**src/rtl/host_button.sv**
```systemverilog
// host_button: Avalon-MM slave input port for board push-buttons and switches.
// External inputs are synchronized, debounced and edge-detected; captured
// edges raise a maskable level interrupt to the host CPU.
module host_button #(
    parameter int WIDTH      = 4,
    parameter int DB_TICK    = 1000,
    parameter int DB_SAMPLES = 3,
    parameter int EDGE_TYPE  = 0
) (
    input  logic             clk,
    input  logic             reset_n,
    input  logic [1:0]       address,
    input  logic             chipselect,
    input  logic             write_n,
    input  logic [31:0]      writedata,
    input  logic [WIDTH-1:0] in_port,
    output logic [31:0]      readdata,
    output logic             irq
);
    localparam logic [1:0] ADDR_DATA    = 2'd0;
    localparam logic [1:0] ADDR_IRQMASK = 2'd1;
    localparam logic [1:0] ADDR_EDGE    = 2'd2;

    // Bus handshake: a write is taken on every cycle with chipselect=1 and
    // write_n=0 (no wait states); reads are combinational and side-effect free.
    logic wr_en;
    assign wr_en = chipselect & ~write_n;

    logic [WIDTH-1:0] sync1_q, sync2_q;
    logic [WIDTH-1:0] deb_q, prev_q;
    logic [WIDTH-1:0] rise, fall, ev;
    logic [WIDTH-1:0] mask_q, mask_d;
    logic [WIDTH-1:0] edge_q, edge_d;
    logic [WIDTH-1:0] clr;

    // Two-flop synchronizer for the asynchronous external inputs.
    always_ff @(posedge clk or negedge reset_n) begin
        if (!reset_n) begin
            sync1_q <= '0;
            sync2_q <= '0;
        end else begin
            sync1_q <= in_port;
            sync2_q <= sync1_q;
        end
    end

    generate
        if (DB_TICK > 0) begin : g_debounce
            localparam int PW = (DB_TICK > 1) ? $clog2(DB_TICK) : 1;
            localparam logic [PW-1:0] TICK_LAST = PW'(DB_TICK - 1);
            localparam logic [3:0]    SAMPLES   = 4'(DB_SAMPLES);

            logic [PW-1:0]          presc_q, presc_d;
            logic                   tick;
            logic [WIDTH-1:0]       deb_d;
            logic [WIDTH-1:0][3:0]  cnt_q, cnt_d;

            // Prescaler wraps at DB_TICK-1 and flags a sample tick on that count.
            always_comb begin
                tick    = (presc_q == TICK_LAST);
                presc_d = tick ? '0 : presc_q + PW'(1);
            end

            // Per-bit filter: a new level is accepted after DB_SAMPLES
            // consecutive ticks that disagree with the current debounced level.
            always_comb begin
                deb_d = deb_q;
                cnt_d = cnt_q;
                if (tick) begin
                    for (int i = 0; i < WIDTH; i++) begin
                        if (sync2_q[i] != deb_q[i]) begin
                            if (cnt_q[i] + 4'd1 == SAMPLES) begin
                                deb_d[i] = sync2_q[i];
                                cnt_d[i] = '0;
                            end else begin
                                cnt_d[i] = cnt_q[i] + 4'd1;
                            end
                        end else begin
                            cnt_d[i] = '0;
                        end
                    end
                end
            end

            // Prescaler, persistence counters and debounced level.
            always_ff @(posedge clk or negedge reset_n) begin
                if (!reset_n) begin
                    presc_q <= '0;
                    cnt_q   <= '0;
                    deb_q   <= '0;
                end else begin
                    presc_q <= presc_d;
                    cnt_q   <= cnt_d;
                    deb_q   <= deb_d;
                end
            end
        end else begin : g_bypass
            // No filtering: the synchronized level is registered once.
            always_ff @(posedge clk or negedge reset_n) begin
                if (!reset_n) deb_q <= '0;
                else          deb_q <= sync2_q;
            end
        end
    endgenerate

    // Select which transitions of the debounced level count as events.
    always_comb begin
        rise = deb_q & ~prev_q;
        fall = ~deb_q & prev_q;
        if (EDGE_TYPE == 0)      ev = rise;
        else if (EDGE_TYPE == 1) ev = fall;
        else                     ev = rise | fall;
    end

    // Register writes; a new event beats a simultaneous write-1-to-clear.
    always_comb begin
        clr    = '0;
        mask_d = mask_q;
        if (wr_en && address == ADDR_EDGE)    clr    = writedata[WIDTH-1:0];
        if (wr_en && address == ADDR_IRQMASK) mask_d = writedata[WIDTH-1:0];
        edge_d = (edge_q & ~clr) | ev;
    end

    // Previous-level, interrupt mask and edge capture registers.
    always_ff @(posedge clk or negedge reset_n) begin
        if (!reset_n) begin
            prev_q <= '0;
            mask_q <= '0;
            edge_q <= '0;
        end else begin
            prev_q <= deb_q;
            mask_q <= mask_d;
            edge_q <= edge_d;
        end
    end

    // Read mux, zero-extended to the bus width.
    always_comb begin
        readdata = '0;
        case (address)
            ADDR_DATA:    readdata[WIDTH-1:0] = deb_q;
            ADDR_IRQMASK: readdata[WIDTH-1:0] = mask_q;
            ADDR_EDGE:    readdata[WIDTH-1:0] = edge_q;
            default:      readdata = '0;
        endcase
    end

    assign irq = |(edge_q & mask_q);

    logic unused_wdata;
    assign unused_wdata = ^writedata;
endmodule

```
**config.mk**
```make
export PLATFORM = sky130hd
export DESIGN_NAME = host_button
export DESIGN_NICKNAME = d
export VERILOG_FILES = /design/src/rtl/host_button.sv
export SDC_FILE = /design/constraint.sdc
export NUM_CORES = 1
export LEC_CHECK = 0
export CELL_PAD_IN_SITES_DETAIL_PLACEMENT = 1
export CELL_PAD_IN_SITES_GLOBAL_PLACEMENT = 1
export CORE_MARGIN = 1
export CORE_UTILIZATION = 45
export DETAILED_ROUTE_END_ITERATION = 8
export DONT_BUFFER_PORTS = 1
export GPL_ROUTABILITY_DRIVEN = 0
export HOLD_SLACK_MARGIN = 0.15
export PLACE_DENSITY = 0.72
export SLEW_MARGIN = 30
export SYNTH_ARGS = -nofsm -noshare
export SYNTH_HDL_FRONTEND = slang
export SYNTH_SLANG_ARGS = --single-unit
```
**constraint.sdc**
```tcl
create_clock -name clk -period 5.46 [get_ports clk]
set_clock_uncertainty 0.05 [all_clocks]
set_input_delay 1.092 -clock clk [delete_from_list [all_inputs] [get_ports clk]]
set_output_delay 1.092 -clock clk [all_outputs]
set_load 0.005 [all_outputs]
```
==> flow_summary.ini <==
[outcome]
status = complete, no violations

[yosys]
synthTopCellsByArea = dfrtp_1 47%, buf_4 8.0%, ha_1 4.3%, o21ai_0 4.2%, nand2_1 3.4%
synthArstFlopShare_pct = 100
synth.top_cell.area_share_pct = 47.5
synth_most_common_cell = dfrtp_1
ys_seq_elements = 50
yosysWarningCount = 0
synthesis.instances = 253
netlist_top_cells_count = 50 x dfrtp_1, 28 x buf_4, 24 x nand2_1
synth_edf_count = 0
yosysUniqueCellTypes = 40
synthFlopType = dfrtp_1
synthesis.area_um2 = 2640
yosysSeqAreaShare_pct = 47.5
yosysTopAreaCell = dfrtp_1
syn_avg_cell_area_um2 = 10.4

[place]
dp_hpwl_um = 3520
portBuffers = 0
place_area_um2 = 2590

[routing]
drt_wl_total_um = 4960
drtIter0Drc = 85
num_vias = 1759
drc = 0
dr.pass1.iters = 4
vias_per_cell = 5.36
ant_nets = 0
wl_per_cell_um = 15.1

[power]
ir_drop_uv = 151
power.density_nw_per_um2 = 242
leakagePower_nw = 1.21

[timing]
slew_headroom_pct = 40.7
hold_viol_final = 0
finalSetupViolations = 0
fmax_mhz = 365
rsz0062_at_grt = false
min_period_over_period_pct = 50.2
period_needed_ns = 2.74
drv_slew = 0
fin_tns_setup_ns = 0
worst_slew_pin_slew_ns = 0.882

[clocking]
insertion_delay_ns = 0.30
cts_hold_buffers = 0
numCtsBuffers = 5
post_cts_resized = 0
cts_num_sinks = 50
clock_path_buffers = 2
post-cts-setup-buffer-count = 0
htree_levels = 2
cts_tree = yes
root_buffer = clkbuf_8
path_clk_slew_ns = 0.09

[die]
start_util_pct = 47.3
core_area_um2 = 5570
die_h_um = 78.5
die_w_um = 78.5
io_pins = 75
rows = 27
die_area_um2 = 6170

[global_routing]
grt_remaining_overflow = 0
track_usage_pct = 17.6
grt_pass1_wl_um = 8470
grt_pass1_vias = 1784
antenna_found_initial = 0
grt_start_max_net_pins = 51

[worst_setup_path]
slowest_stage = nor2b_1
critPathLaunchType = primary input
crit_path_cell_trace = nor2b_1 -> nand2_1 -> o21ai_0
cp_max_fo = 6
cp-end-kind = output pin
path_class = primary input to output pin
cp.arrival_ns = 1.60
crit_required_ns = 4.32
slowest_delay_ns = 0.30

[cells_and_area]
multi_input_comb_area_um2 = 1220
n_antenna_cell = 0
n_fill_cell = 636
seqCellArea_um2 = 1250
syn_to_final_growth_pct = 1.99
layout-drive-gt1-share_pct = 10.5
fin_nets = 306
design_area_um2 = 2690

[flow_run]
max-cap-violations = 0

[min_path]
min_path_type = flop to flop
[metrics by stage]
stage | instances | hold WS, ns | power, W | worst slack, ns | utilization (%)
global route | 328 | 0.309 | 0.000682 | 2.69 | 48.2
global placement | 320 | 0.282 | 0.000434 | 2.78 | 46.5
CTS | 328 | 0.307 | 0.000664 | 2.71 | 48.2
detailed placement | 320 | 0.286 | 0.000436 | 2.71 | 46.5
floorplan | 280 | 0.281 | 0.000443 | 2.67 | -
finish | 328 | 0.300 | 0.000651 | 2.72 | 48.2
[layout make-up]
cell class | count | share of cell area (%)
Sequential cell | 50 | 46.5
Multi-Input combinational cell | 189 | 45.3
Tap cell | 72 | 3.35
Clock buffer | 6 | 3.07
Inverter | 9 | 1.26
Clock inverter | 2 | 0.465
[report_power, final]
group	switching (W)	internal [W]
clock network	0.000121	0.000102
logic	0.0000178	0.0000145
registers	0.0000106	0.000385
[kinds of logic (layout without fill, tap and decap cells)]
logic type | count (synthesis) | count (layout) | share of synthesized area, %
AOI/OAI and AO/OA | 60 | 60 | 15.3
xor gates and xnor gates | 9 | 9 | 2.99
adders and majority gates | 9 | 9 | 4.27
buffers and inverters | 41 | 17 | 10.2
DFF | 50 | 50 | 47.5
muxes | 8 | 8 | 3.23
other | 1 | 28 | 0.142
and+or+nand+nor | 75 | 75 | 16.5
[per-layer routing]
metal	wire, um	vias up	global-route usage, %
li1	-	844	-
met1	2380	873	22.3
met2	2360	37	29.6
met3	159	5	3.72
met4	61	0	6.11
met5	0	-	0
[worst max-delay path: cells and delay by family]
| kind | cells | cell delay [ns] |
|---|---|---|
| AOI/OAI and AO/OA | 1 | 0.12 |
| and+or+nand+nor | 2 | 0.39 |
[layout by cell type, fill, tap and decap left out, drive strengths merged, types with 5 or more instances in the layout]
cell / instances
conb: 28
ha: 9
nand2b: 9
nor2: 10
xnor2: 6
nand3: 11
inv: 9
clkbuf: 6
o31ai: 12
dfrtp: 50
o21ai: 22
and3b: 5
nand2: 25
a21oi: 6
[path summary, 6_finish.rpt]
check / start / end / slack (ns) / depth (start not counted)
worst min register to register: sync1_q[1]$_DFF_PN0_ / sync2_q[1]$_DFF_PN0_ / 0.30 / 0
max in group asynchronous: reset_n / g_debounce.presc_q[6]$_DFF_PN0_ / 4.84 / 0
worst max register to register: g_debounce.presc_q[0]$_DFF_PN0_ / g_debounce.cnt_q[7]$_DFFE_PN0N_ / 3.29 / 5
worst max-delay path: address[0] / readdata[0] / 2.72 / 3
min in group asynchronous: reset_n / g_debounce.cnt_q[11]$_DFFE_PN0N_ / 0.42 / 0
worst min-delay path: sync1_q[1]$_DFF_PN0_ / sync2_q[1]$_DFF_PN0_ / 0.30 / 0
[sequential cells by signal, summed over array words and instances, names as in the netlist]
| signal | flops |
|---|---|
| sync2_q | 4 |
| deb_q | 4 |
| prev_q | 4 |
| sync1_q | 4 |
| g_debounce.presc_q | 10 |
| edge_q | 4 |
| g_debounce.cnt_q | 16 |
| mask_q | 4 |
Power figures use the tool's default switching activity.
